$ cat src/rtl/pic_bus_pkg.sv
// Shared definitions for the PIC host bus master: top-level sequencer states,
// strobe-cycle phases and types, the non-specific EOI command word and the
// ICW1 bit positions that decide whether ICW3 / ICW4 are sent.
package pic_bus_pkg;

  typedef enum logic [3:0] {
    ST_IDLE,
    ST_INIT_WR,
    ST_INIT_GAP,
    ST_CMD,
    ST_ACK1,
    ST_ACK_GAP,
    ST_ACK2,
    ST_EOI_GAP,
    ST_EOI_WR
  } state_e;

  typedef enum logic [1:0] {
    PH_IDLE,
    PH_SETUP,
    PH_PULSE,
    PH_HOLD
  } phase_e;

  typedef enum logic [1:0] {
    CYC_WR,
    CYC_RD,
    CYC_INTA
  } cyc_type_e;

  localparam logic [7:0]  EOI_NONSPEC = 8'h20;
  localparam int unsigned IC4         = 0;
  localparam int unsigned SNGL        = 1;

endpackage

$ cat src/rtl/pic_bus_cycle.sv
// Runs one SETUP/PULSE/HOLD strobe cycle on the PIC bus.
// Ports: clk, rst_n (sync, active low); start/ctype/a0_in/wdata launch a cycle
// from idle; din is the bus input. Outputs cs/rd/wr/inta/bus_a0/d_out/d_oe are
// registered bus pins, last flags the final HOLD cycle (combinational),
// rdata holds the byte sampled at the end of the PULSE phase (RD/INTA only).
module pic_bus_cycle
  import pic_bus_pkg::*;
#(
  parameter int unsigned SETUP_CYC = 1,
  parameter int unsigned PULSE_CYC = 2,
  parameter int unsigned HOLD_CYC  = 1
) (
  input  logic       clk,
  input  logic       rst_n,
  input  logic       start,
  input  cyc_type_e  ctype,
  input  logic       a0_in,
  input  logic [7:0] wdata,
  input  logic [7:0] din,
  output logic       cs,
  output logic       rd,
  output logic       wr,
  output logic       inta,
  output logic       bus_a0,
  output logic [7:0] d_out,
  output logic       d_oe,
  output logic       last,
  output logic [7:0] rdata
);

  phase_e    phase;
  cyc_type_e type_q;
  logic [7:0] cnt;

  assign last = (phase == PH_HOLD) && (cnt == '0);

  always_ff @(posedge clk) begin
    if (!rst_n) begin
      phase  <= PH_IDLE;
      type_q <= CYC_WR;
      cnt    <= '0;
      cs     <= 1'b1;
      rd     <= 1'b1;
      wr     <= 1'b1;
      inta   <= 1'b1;
      bus_a0 <= 1'b0;
      d_out  <= '0;
      d_oe   <= 1'b0;
      rdata  <= '0;
    end else begin
      case (phase)
        PH_IDLE: begin
          if (start) begin
            phase  <= PH_SETUP;
            cnt    <= 8'(SETUP_CYC - 1);
            type_q <= ctype;
            cs     <= (ctype == CYC_INTA);
            bus_a0 <= (ctype == CYC_INTA) ? 1'b0 : a0_in;
            d_out  <= (ctype == CYC_WR) ? wdata : 8'h00;
            d_oe   <= (ctype == CYC_WR);
          end
        end
        PH_SETUP: begin
          if (cnt == '0) begin
            phase <= PH_PULSE;
            cnt   <= 8'(PULSE_CYC - 1);
            wr    <= (type_q != CYC_WR);
            rd    <= (type_q != CYC_RD);
            inta  <= (type_q != CYC_INTA);
          end else begin
            cnt <= cnt - 8'd1;
          end
        end
        PH_PULSE: begin
          if (cnt == '0) begin
            phase <= PH_HOLD;
            cnt   <= 8'(HOLD_CYC - 1);
            wr    <= 1'b1;
            rd    <= 1'b1;
            inta  <= 1'b1;
            if (type_q != CYC_WR) rdata <= din;
          end else begin
            cnt <= cnt - 8'd1;
          end
        end
        PH_HOLD: begin
          if (cnt == '0) begin
            phase  <= PH_IDLE;
            cs     <= 1'b1;
            bus_a0 <= 1'b0;
            d_out  <= '0;
            d_oe   <= 1'b0;
          end else begin
            cnt <= cnt - 8'd1;
          end
        end
        default: phase <= PH_IDLE;
      endcase
    end
  end

endmodule

$ cat src/rtl/pic_host_bus_master.sv
// CPU-side bus master for a PIC: sends the ICW/OCW1 init queue, runs host
// command reads/writes and answers int_req with a two-pulse INTA acknowledge,
// optionally followed by a non-specific EOI write.
// Ports: clk, rst_n (sync, active low); init_start + icw1..ocw1 init words;
// auto_eoi; cmd_req/cmd_rd/cmd_a0/cmd_data -> cmd_ack/cmd_rdata; int_req
// (asynchronous INT pin) -> vec_valid/vec; busy; bus pins cs/rd/wr/inta/a0,
// d_out/d_oe, d_in.
module pic_host_bus_master
  import pic_bus_pkg::*;
#(
  parameter int unsigned SETUP_CYC = 1,
  parameter int unsigned PULSE_CYC = 2,
  parameter int unsigned HOLD_CYC  = 1
) (
  input  logic       clk,
  input  logic       rst_n,
  input  logic       init_start,
  input  logic [7:0] icw1,
  input  logic [7:0] icw2,
  input  logic [7:0] icw3,
  input  logic [7:0] icw4,
  input  logic [7:0] ocw1,
  input  logic       auto_eoi,
  input  logic       cmd_req,
  input  logic       cmd_rd,
  input  logic       cmd_a0,
  input  logic [7:0] cmd_data,
  output logic       cmd_ack,
  output logic [7:0] cmd_rdata,
  input  logic       int_req,
  output logic       vec_valid,
  output logic [7:0] vec,
  output logic       busy,
  output logic       cs,
  output logic       rd,
  output logic       wr,
  output logic       inta,
  output logic       a0,
  output logic [7:0] d_out,
  output logic       d_oe,
  input  logic [7:0] d_in
);

  state_e     state;
  logic       int_meta, int_s;
  logic       eoi_pend, cmd_is_rd;
  // Pending words after ICW1: [0]=ICW2 [1]=ICW3 [2]=ICW4 [3]=OCW1, all A0=1.
  logic [3:0] init_pend;
  logic [7:0] init_word [4];
  logic [1:0] head_idx;

  logic       cyc_start, cyc_a0, cyc_last;
  cyc_type_e  cyc_type;
  logic [7:0] cyc_wdata, cyc_rdata;

  always_comb begin
    head_idx = '0;
    for (int unsigned i = 4; i > 0; i--)
      if (init_pend[i-1]) head_idx = 2'(i - 1);
  end

  // Launch decode runs on the same edge as the FSM, so a cycle's SETUP
  // begins the cycle after the decision (no extra registered start).
  always_comb begin
    cyc_start = 1'b0;
    cyc_type  = CYC_WR;
    cyc_a0    = 1'b0;
    cyc_wdata = '0;
    case (state)
      ST_IDLE: begin
        if (init_start) begin
          cyc_start = 1'b1;
          cyc_wdata = icw1;
        end else if (int_s) begin
          cyc_start = 1'b1;
          cyc_type  = CYC_INTA;
        end else if (cmd_req) begin
          cyc_start = 1'b1;
          cyc_type  = cmd_rd ? CYC_RD : CYC_WR;
          cyc_a0    = cmd_a0;
          cyc_wdata = cmd_data;
        end
      end
      ST_INIT_GAP: begin
        cyc_start = 1'b1;
        cyc_a0    = 1'b1;
        cyc_wdata = init_word[head_idx];
      end
      ST_ACK_GAP: begin
        cyc_start = 1'b1;
        cyc_type  = CYC_INTA;
      end
      ST_EOI_GAP: begin
        cyc_start = 1'b1;
        cyc_wdata = EOI_NONSPEC;
      end
      default: ;
    endcase
  end

  always_ff @(posedge clk) begin
    if (!rst_n) begin
      state     <= ST_IDLE;
      busy      <= 1'b0;
      int_meta  <= 1'b0;
      int_s     <= 1'b0;
      eoi_pend  <= 1'b0;
      cmd_is_rd <= 1'b0;
      init_pend <= '0;
      for (int unsigned i = 0; i < 4; i++) init_word[i] <= '0;
      cmd_ack   <= 1'b0;
      cmd_rdata <= '0;
      vec_valid <= 1'b0;
      vec       <= '0;
    end else begin
      int_meta  <= int_req;
      int_s     <= int_meta;
      cmd_ack   <= 1'b0;
      vec_valid <= 1'b0;
      case (state)
        ST_IDLE: begin
          if (init_start) begin
            state        <= ST_INIT_WR;
            busy         <= 1'b1;
            init_word[0] <= icw2;
            init_word[1] <= icw3;
            init_word[2] <= icw4;
            init_word[3] <= ocw1;
            init_pend    <= {1'b1, icw1[IC4], ~icw1[SNGL], 1'b1};
          end else if (int_s) begin
            state    <= ST_ACK1;
            busy     <= 1'b1;
            eoi_pend <= auto_eoi;
          end else if (cmd_req) begin
            state     <= ST_CMD;
            busy      <= 1'b1;
            cmd_is_rd <= cmd_rd;
          end
        end
        ST_INIT_WR: begin
          if (cyc_last) begin
            if (init_pend == '0) begin
              state <= ST_IDLE;
              busy  <= 1'b0;
            end else begin
              state <= ST_INIT_GAP;
            end
          end
        end
        ST_INIT_GAP: begin
          init_pend[head_idx] <= 1'b0;
          state               <= ST_INIT_WR;
        end
        ST_CMD: begin
          if (cyc_last) begin
            cmd_ack <= 1'b1;
            if (cmd_is_rd) cmd_rdata <= cyc_rdata;
            state   <= ST_IDLE;
            busy    <= 1'b0;
          end
        end
        ST_ACK1:    if (cyc_last) state <= ST_ACK_GAP;
        ST_ACK_GAP: state <= ST_ACK2;
        ST_ACK2: begin
          if (cyc_last) begin
            vec       <= cyc_rdata;
            vec_valid <= 1'b1;
            if (eoi_pend) begin
              state <= ST_EOI_GAP;
            end else begin
              state <= ST_IDLE;
              busy  <= 1'b0;
            end
          end
        end
        ST_EOI_GAP: state <= ST_EOI_WR;
        ST_EOI_WR: begin
          if (cyc_last) begin
            state <= ST_IDLE;
            busy  <= 1'b0;
          end
        end
        default: begin
          state <= ST_IDLE;
          busy  <= 1'b0;
        end
      endcase
    end
  end

  pic_bus_cycle #(
    .SETUP_CYC(SETUP_CYC),
    .PULSE_CYC(PULSE_CYC),
    .HOLD_CYC (HOLD_CYC)
  ) u_cycle (
    .clk   (clk),
    .rst_n (rst_n),
    .start (cyc_start),
    .ctype (cyc_type),
    .a0_in (cyc_a0),
    .wdata (cyc_wdata),
    .din   (d_in),
    .cs    (cs),
    .rd    (rd),
    .wr    (wr),
    .inta  (inta),
    .bus_a0(a0),
    .d_out (d_out),
    .d_oe  (d_oe),
    .last  (cyc_last),
    .rdata (cyc_rdata)
  );

endmodule

$ cat config.mk
export PLATFORM = sky130hd
export DESIGN_NAME = pic_host_bus_master
export DESIGN_NICKNAME = d
export VERILOG_FILES = /design/src/rtl/pic_bus_pkg.sv /design/src/rtl/pic_bus_cycle.sv /design/src/rtl/pic_host_bus_master.sv
export SDC_FILE = /design/constraint.sdc
export NUM_CORES = 1
export LEC_CHECK = 0
export ABC_AREA = 0
export CAP_MARGIN = 20
export CELL_PAD_IN_SITES_DETAIL_PLACEMENT = 0
export CELL_PAD_IN_SITES_GLOBAL_PLACEMENT = 2
export CORE_AREA = 2 2 118 120
export CTS_CLUSTER_DIAMETER = 150
export CTS_CLUSTER_SIZE = 12
export DETAILED_ROUTE_END_ITERATION = 16
export DIE_AREA = 0 0 120 122
export PLACE_DENSITY = 0.86
export SLEW_MARGIN = 0
export SYNTH_ARGS = -nofsm -noshare
export SYNTH_HDL_FRONTEND = slang
export SYNTH_SLANG_ARGS = --single-unit
export TNS_END_PERCENT = 30
$ cat constraint.sdc
create_clock -name clk -period 5 [get_ports clk]
set_clock_uncertainty 0.2 [all_clocks]
set_input_delay 1.5 -clock clk [delete_from_list [all_inputs] [get_ports clk]]
set_output_delay 1.5 -clock clk [all_outputs]
set_load 0.005 [all_outputs]
==> qor.yml <==
clock_path_buffers: 2
grt_overflow: 0
clk_latency_ns: 0.35
wl_met2_um: 5490
crit_path_start_kind: "primary input"
num_rows: 43
core-area_um2: 13500
status: "complete, no violations"
syn_avg_cell_area_um2: 10.6
postPlaceCellArea_um2: 5700
die_w_um: 120
fin_setup_tns_ns: 0
synthCells: 434
layout.nets: 586
hold_violations: 0
seq_area_frac_synth: 0.490
fmax_mhz: 285
syn_nets: 504
via_per_inst: 5.10
end_kind: "flop"
dieArea_um2: 14600
post_cts_buffers: 0
drive_gt1_frac: 0.0806
dr_wl_met3_um: 530
synth-main-ff-cell: "dfxtp_1"
ios: 97
period_minus_slack_ns: 3.51
p_per_area_nw_per_um2: 457
yosysTopAreaCell: "dfxtp_1"
setup_viol: 0
crit_fanout: 12
ys_ff_latch: 97
first_global_vias: 3484
drt_wl_total_um: 11400
post_drt_wl_per_cell_um: 16.3
root_buffer: "clkbuf_16"
grt_usage: 0.158
cts_tree: "built"
drc: 0
hold_path_class: "reg -> reg"
io_buffers: 96
hpwl_um: 8270
critPathArrivalTime_ns: 3.58
finish.instance_area_um2: 5970
drtIter0Drc: 219
final.period_utilization: 0.701
drv_cap: 0
worstSetupPathType: "in -> reg"
synth_area_leaders: "dfxtp_1, edfxtp_1, mux2i_1, nor2b_1, and3_1"
rsz0062_at_grt: "no"
hold_buffers: 0
start_util: 0.342
required_ns: 5.07
final_cell_mix: "clkdlybuf4s50_1, dfxtp_1, nor2b_1"
drv_slew: 0
area_growth_pct: 29.3
vias: 3576
grt_first_pass_wirelength_um: 17800
yosysWarningCount: 0
first_pass_iters: 4
clkTransAtPathRegs_ns: 0.06
antenna_found_initial: 0
wl_met1_um: 5150
highest_layer: "met4"
clock_sinks: 97
slew_headroom: 0.455
ir_worst_vdd_v: 0.000245
fp.dieH_um: 122
gp_congestion: 0.858
final_antenna_net_count: 0
synth_top_area_share: 0.282
tightestPinTransition_ns: 0.817
post_cts_resize_count: 0
synth.distinct_cells: 68
syn-cell-area_um2: 4620
synth-edff-count: 32
final_common_cell: "clkdlybuf4s50_1"
leakagePower_nw: 2.31
cts_buffers: 9
async_flop_share: 0
grt_max_degree: 45
htree_num_levels: 3
num_antenna_cells: 0
final timing paths:
check | startpoint | to | slack, ns | cells after the start
max | init_start | u_cycle.d_out[3]$_SDFFE_PN0P_ | 1.49 | 6
min | u_cycle.d_out[2]$_SDFFE_PN0P_ | u_cycle.d_out[2]$_SDFFE_PN0P_ | 0.27 | 1
max reg2reg | state[0]$_SDFFE_PN0P_ | u_cycle.d_out[3]$_SDFFE_PN0P_ | 2.38 | 5
min reg2reg | u_cycle.d_out[2]$_SDFFE_PN0P_ | u_cycle.d_out[2]$_SDFFE_PN0P_ | 0.27 | 1
layer usage:
layer,up-vias,GRT usage
met3,16,0.0463
met2,73,0.254
li1,1776,-
met5,-,0
met1,1711,0.203
met4,0,0.0588
cells by family after synthesis:
| group | count (synthesis) | share of synthesized area |
|---|---|---|
| compound gates | 89 | 0.152 |
| xor+xnor | 6 | 0.0114 |
| fa+ha+maj | 6 | 0.0163 |
| buf+inv | 36 | 0.0341 |
| flops | 97 | 0.490 |
| mux | 30 | 0.0650 |
| simple gates | 170 | 0.231 |
cells in the mapped netlist (3+ instances only):
cell type / count
a22o_1: 7
and2_1: 4
nor3_1: 4
nand2b_1: 4
or4_1: 3
buf_2: 6
edfxtp_1: 32
nor3b_1: 3
nand4_1: 3
a221oi_1: 7
dfxtp_1: 65
inv_1: 6
ha_1: 6
a21oi_1: 8
o2bb2ai_1: 16
nand3_1: 11
nor2_1: 20
nand2_1: 18
o21ai_0: 8
xor2_1: 6
mux2i_1: 30
a21boi_0: 5
nand3b_1: 4
or2_2: 4
a21boi_1: 3
a22oi_1: 8
and3_1: 36
clkbuf_1: 21
nor2b_1: 37
critical path, cell delays in order:
cell	delay [ns]
clkdlybuf4s50_1	0.55
nor4_1	0.45
o221ai_2	0.35
o21ai_2	0.21
and2_1	0.34
o2bb2ai_1	0.17
power breakdown:
part           internal (mW)  total, mW  switching [mW]
Clock                  0.335      0.633           0.298
Combinational          0.460       1.00           0.540
Sequential             0.965       1.10           0.134
Total                   1.76       2.73           0.972
sequential cells by signal, summed over array words and instances (netlist names), 2 cells and up:
| register | cells |
|---|---|
| vec | 8 |
| init_pend | 4 |
| u_cycle.cnt | 8 |
| cmd_rdata | 8 |
| u_cycle.d_out | 8 |
| state | 4 |
| u_cycle.rdata | 8 |
| u_cycle.type_q | 2 |
| u_cycle.phase | 2 |
| init_word | 32 |
layout make-up:
cell class	count	area, µm²
clock buffer	9	225
fill	1291	7530
clock inverter	7	46.3
inverter	6	22.5
multi-input combinational	301	2200
sequential	97	2260
timing repair buffer	101	993
tap	180	225
metrics by stage:
step | hold WS (ns) | setup slack [ns] | cells | utilization | power, mW
floorplan | 0.212 | 1.74 | 434 | - | 1.83
global placement | 0.261 | 1.20 | 685 | 0.422 | 2.10
detailed placement | 0.254 | 1.13 | 685 | 0.422 | 2.12
CTS | 0.274 | 1.49 | 701 | 0.442 | 2.76
global route | 0.286 | 1.34 | 701 | 0.442 | 2.91
finish | 0.274 | 1.49 | 701 | 0.442 | 2.73
No activity file was read; power rests on OpenSTA's default activity.
==> edit 1, RTL diff (same flow settings) <==
Re-encode `phase_e` (4 values) as one-hot, 4 bits wide.
--- a/src/rtl/pic_bus_pkg.sv
+++ b/src/rtl/pic_bus_pkg.sv
@@ -15,11 +15,11 @@
     ST_EOI_WR
   } state_e;
 
-  typedef enum logic [1:0] {
-    PH_IDLE,
-    PH_SETUP,
-    PH_PULSE,
-    PH_HOLD
+  typedef enum logic [3:0] {
+    PH_IDLE  = 4'b0001,
+    PH_SETUP = 4'b0010,
+    PH_PULSE = 4'b0100,
+    PH_HOLD  = 4'b1000
   } phase_e;
 
   typedef enum logic [1:0] {
Check against the original RTL: same outputs for any inputs over 10 cycles, from zero or initial values and one cycle with rst_n low; not proved beyond that.
==> edit 1 against the unedited design <==
Via count increased by 3.2%; total power decreased by 15%; sequential cell count increased by 2; setup slack improved by 0.10 ns; sequential power decreased by 5%; cell count increased by 1.7%; synthesized area decreased by 0.35%; wire length decreased by 4.2%; register-to-register slack got worse by 0.37 ns; maximum frequency increased by 3.0%; final area decreased by 0.15%; critical endpoint is now u_cycle.d_out[1].
==> edit 1: results (changes against the unedited design) <==
[run_status]
status=complete, no violations  ; unchanged

[clock_network]
htreeDepth=3  ; unchanged
clockBufferDepth=2  ; unchanged
root_buffer=clkbuf_16  ; unchanged
clk_pin_slew_ns=0.07
clk_latency_ns=0.34

[layout]
top_register=init_word  ; unchanged
layout-drive-gt1-share=0.0750  ; was 0.0806
diodes=0  ; unchanged
nFillCells=1273  ; was 1291
nets=593  ; was 586

[placed_design]
port-buffer-count=96  ; unchanged
place_area_um2=5670  ; was 5700 um2
gp_congestion=0.823  ; was 0.858
dpl.hpwl_mm=7.93  ; was 8.27 mm

[setup_path]
critPathMaxStageDelay_ns=0.58  ; was 0.55 ns
regToRegStartpoint=u_cycle.cnt[0]  ; was state[0]
worstReg2RegEnd=vec[0]  ; was u_cycle.d_out[3]
slowest_stage=or4_1  ; was clkdlybuf4s50_1
reg2reg_depth=7  ; was 5
cp_max_fo=9  ; was 12
r2r_slack_ns=2.01  ; was 2.38 ns
critical_path_arrival_ns=3.49  ; was 3.58 ns

[sta]
max-slew-margin-rel=0.401  ; was 0.455

[global_route]
grt_pass1_wl_mm=18.0  ; was 17.8 mm
grt_pass1_vias=3608  ; was 3484
grt_max_degree=53  ; was 45
antenna_found_initial=0  ; unchanged
grt_usage=0.155  ; was 0.158

[detailed_routing]
first_pass_iters=5  ; was 4
dr_total_vias=3689  ; was 3576
drt_iter0_markers=283  ; was 219
wl_per_cell_um=15.4  ; was 16.3 um

[logic_synthesis]
seq_area_frac_synth=0.500  ; was 0.490
ys_types=72  ; was 68
synth-main-ff-cell=dfxtp_1  ; unchanged
synth_compound_area_frac=0.172  ; was 0.152
synth_area_leaders=dfxtp_1 (29%), edfxtp_1 (21%), mux2i_1 (5.9%)  ; was dfxtp_1 (28%), edfxtp_1 (21%), mux2i_1 (6.5%)
synth_nets=516  ; was 504
synth_fa_ha_area_frac=0.00272  ; was 0.0163
yosysWarningCount=0  ; unchanged
synthTopCellsByCount=dfxtp_1 (67), nor2_1 (46), and3_1 (38)  ; was dfxtp_1 (65), nor2b_1 (37), and3_1 (36)
synth_mux_area_frac=0.0612  ; was 0.0650
synth_xor_xnor_area_share=0.00190  ; was 0.0114

[min_path]
min_path_cells=1  ; unchanged
hold_start=int_meta  ; was u_cycle.d_out[2]
hold_path_end=int_s  ; was u_cycle.d_out[2]

[power_and_ir_drop]
p_leak_nw=2.33  ; was 2.31 nW
p_sw_mw=0.707  ; was 0.972 mW
ir_drop_v=0.000166  ; was 0.000245 V

[edit 1: cell types whose count changed after synthesis, sizes merged, moves of 7 or more]
cell,before,now
o21ai,10,21
o2bb2ai,16,0
nor3,4,11
nor2b,37,4
a22o,7,15
nor2,22,48
nand3,13,6
a21oi,8,27
a21boi,9,1
[edit 1: metrics by stage]
step | hold WS (ns) | instances | worst slack [ns] | total power [mW]
final | 0.242 | 713 | 1.59 | 2.32
after floorplan | 0.212 | 451 | 1.91 | 1.45
after detailed placement | 0.228 | 697 | 1.24 | 1.66
after global placement | 0.220 | 697 | 1.28 | 1.65
after global routing | 0.269 | 713 | 1.44 | 2.46
after CTS | 0.245 | 713 | 1.59 | 2.35
[edit 1: worst max-delay path by stage]
stage | start | end | depth (start not counted)
6_report | init_start | u_cycle.d_out[1] | 6
3_5_place_dp | init_start | u_cycle.d_out[1] | 6
5_1_grt | init_start | u_cycle.d_out[2] | 6
4_1_cts | init_start | u_cycle.d_out[4] | 6
2_1_floorplan | init_start | u_cycle.d_out[1] | 6
3_3_place_gp | init_start | u_cycle.cnt[7] | 6
[edit 1: power by group through the flow]
stage,clock [mW],sequential (mW),combinational (mW)
after floorplan,0,1.01,0.437
after global placement,0,1.07,0.583
after detailed placement,0,1.07,0.594
after CTS,0.703,1.05,0.597
after global routing,0.731,1.07,0.661
final,0.686,1.05,0.591
[edit 1: critical path: cells and delay by family]
family	cells	cell delay, ns
simple gates	3	0.99
compound gates	2	0.44
buf+inv	1	0.55
[edit 1: cells by family (layout without fill, tap and decap cells)]
group,Yosys count,count (layout)
and+or+nand+nor,171,171
xor gates and xnor gates,1,1
muxes,28,28
DFF,99,99
adders and majority gates,1,1
AOI/OAI and AO/OA,110,110
buffers and inverters,41,123
[edit 1: per-layer routing]
layer / vias to the layer above / share of wire / track usage
li1: 1850 / - / -
met1: 1709 / 0.46 / 0.201
met2: 110 / 0.45 / 0.239
met3: 20 / 0.066 / 0.0473
met4: 0 / 0.026 / 0.0684
met5: - / 0 / 0
[edit 1: cell type report]
class                   instances  area (um2)  area share
inverters                       7        26.3     0.00440
repair buffers                100         991       0.166
clock buffers                  12         268      0.0449
flip-flops and latches         99        2300       0.386
clock inverters                 4        30.0     0.00503
multi-input cells             311        2120       0.356
well taps                     180         225      0.0378
==> edit 2, RTL diff (config.mk and constraints unchanged) <==
Without the edit above. `HOLD_CYC` is set to 1 in 2 places; all go to 0.
--- a/src/rtl/pic_bus_cycle.sv
+++ b/src/rtl/pic_bus_cycle.sv
@@ -8,7 +8,7 @@
 #(
   parameter int unsigned SETUP_CYC = 1,
   parameter int unsigned PULSE_CYC = 2,
-  parameter int unsigned HOLD_CYC  = 1
+  parameter int unsigned HOLD_CYC  = 0
 ) (
   input  logic       clk,
   input  logic       rst_n,
--- a/src/rtl/pic_host_bus_master.sv
+++ b/src/rtl/pic_host_bus_master.sv
@@ -10,7 +10,7 @@
 #(
   parameter int unsigned SETUP_CYC = 1,
   parameter int unsigned PULSE_CYC = 2,
-  parameter int unsigned HOLD_CYC  = 1
+  parameter int unsigned HOLD_CYC  = 0
 ) (
   input  logic       clk,
   input  logic       rst_n,
Behaviour: not the same (a bounded check fails within 10 cycles, from zero or initial values and one cycle with rst_n low).
==> edit 2 against the unedited design <==
Maximum frequency up 0.84%; final area is 0.98% higher; count of clock-buffer cells in the layout increased by 1; cell count is 4.1% higher; total power grew 8.2%; sequential cell count did not move; clock power grew 14%; synthesized area rose by 0.68%; wire length up 7.9%; sequential share of layout area fell by 0.37 points; setup slack better by 0.029 ns; largest cell class unchanged; largest power group unchanged.
==> edit 2: results (changes against the unedited design) <==
[detailed_routing]
route.met2.wl_mm=5.70  ; was 5.49 mm
drt-met1-wl_mm=5.85  ; was 5.15 mm
first_pass_iters=5  ; was 4
via_per_inst=5.24  ; was 5.10
drt_wl_total_mm=12.3  ; was 11.4 mm
drt_iter0_markers=306  ; was 219
wl_met3_um=552  ; was 530 um

[layout]
clock_area_frac=0.0502  ; was 0.0454
buf_share=0.164  ; was 0.166
seq_share=0.375  ; was 0.379
multi_input_comb_cells=329  ; was 301
nets=616  ; was 586
stdcell_count=730  ; was 701
multiInputGateArea_um2=2220  ; was 2200 um2
signal_buffers=100  ; was 101
inv_count=9  ; was 6
ff_latch_area_um2=2260  ; unchanged
nClkBuffers=10  ; was 9
nFillCells=1306  ; was 1291
layout-drive-gt1-share=0.0709  ; was 0.0806
flops_and_latches=97  ; unchanged

[logic_synthesis]
synth_xor_xnor_area_share=0.00188  ; was 0.0114
seq_area_frac_synth=0.486  ; was 0.490
synth_fa_ha_area_frac=0.0161  ; was 0.0163
synth_area_leaders=dfxtp_1 (28%), edfxtp_1 (21%), mux2i_1 (6.0%)  ; was dfxtp_1 (28%), edfxtp_1 (21%), mux2i_1 (6.5%)
avgSynthCellArea_um2=9.98  ; was 10.6 um2
synthTopCellsByCount=dfxtp_1 (65), nor2_1 (51), and3_1 (37)  ; was dfxtp_1 (65), nor2b_1 (37), and3_1 (36)
synth_compound_area_frac=0.145  ; was 0.152
synth_mux_area_frac=0.0772  ; was 0.0650

[global_route]
grt_max_degree=56  ; was 45
grt_pass1_wl_mm=19.8  ; was 17.8 mm
grt_usage=0.173  ; was 0.158
grt_pass1_vias=3837  ; was 3484
met1_usage=0.242  ; was 0.203
grt.met3_usage=0.0281  ; was 0.0463

[power_and_ir_drop]
ir_drop_v=0.000151  ; was 0.000245 V
p_leak_nw=2.44  ; was 2.31 nW

[placed_design]
dp_slack_ns=1.22  ; was 1.13 ns
dpl.cell_count=715  ; was 685
gp_congestion=0.842  ; was 0.858
place_area_um2=5730  ; was 5700 um2

[setup_path]
slowest_stage=and2_1  ; was clkdlybuf4s50_1
critPathMaxStageDelay_ns=0.86  ; was 0.55 ns
cp_max_fo=30  ; was 12
critical_path_arrival_ns=3.49  ; was 3.58 ns

[clock_network]
clk_pin_slew_ns=0.07
ctsResizeCount=0  ; unchanged

[run_status]
status=complete, no violations  ; unchanged

[sta]
max-slew-margin-rel=0.325  ; was 0.455

==> edit 2: power breakdown <==
| group | switching (mW) | leakage [nW] | total (mW) | internal (mW) |
|---|---|---|---|---|
| registers | 0.148 | 0.871 | 1.13 | 0.980 |
| logic | 0.624 | 1.41 | 1.11 | 0.483 |
| clock network | 0.290 | 0.154 | 0.722 | 0.432 |
| total | 1.06 | 2.44 | 2.96 | 1.90 |
==> edit 2: kinds of logic after synthesis <==
kind of cell	Yosys count
AOI/OAI and AO/OA	95
xor gates and xnor gates	1
adders and majority gates	6
buffers and inverters	40
DFF	97
muxes	35
and+or+nand+nor	192
==> edit 2: worst paths after layout <==
kind | startpoint | endpoint | slack (ns) | cells past startpoint
worst max-delay path | init_start | init_word[3][5] | 1.52 | 4
worst min-delay path | int_meta | int_s | 0.26 | 1
worst max register to register | u_cycle.cnt[0] | state[1] | 2.15 | 7
worst min register to register | int_meta | int_s | 0.26 | 1
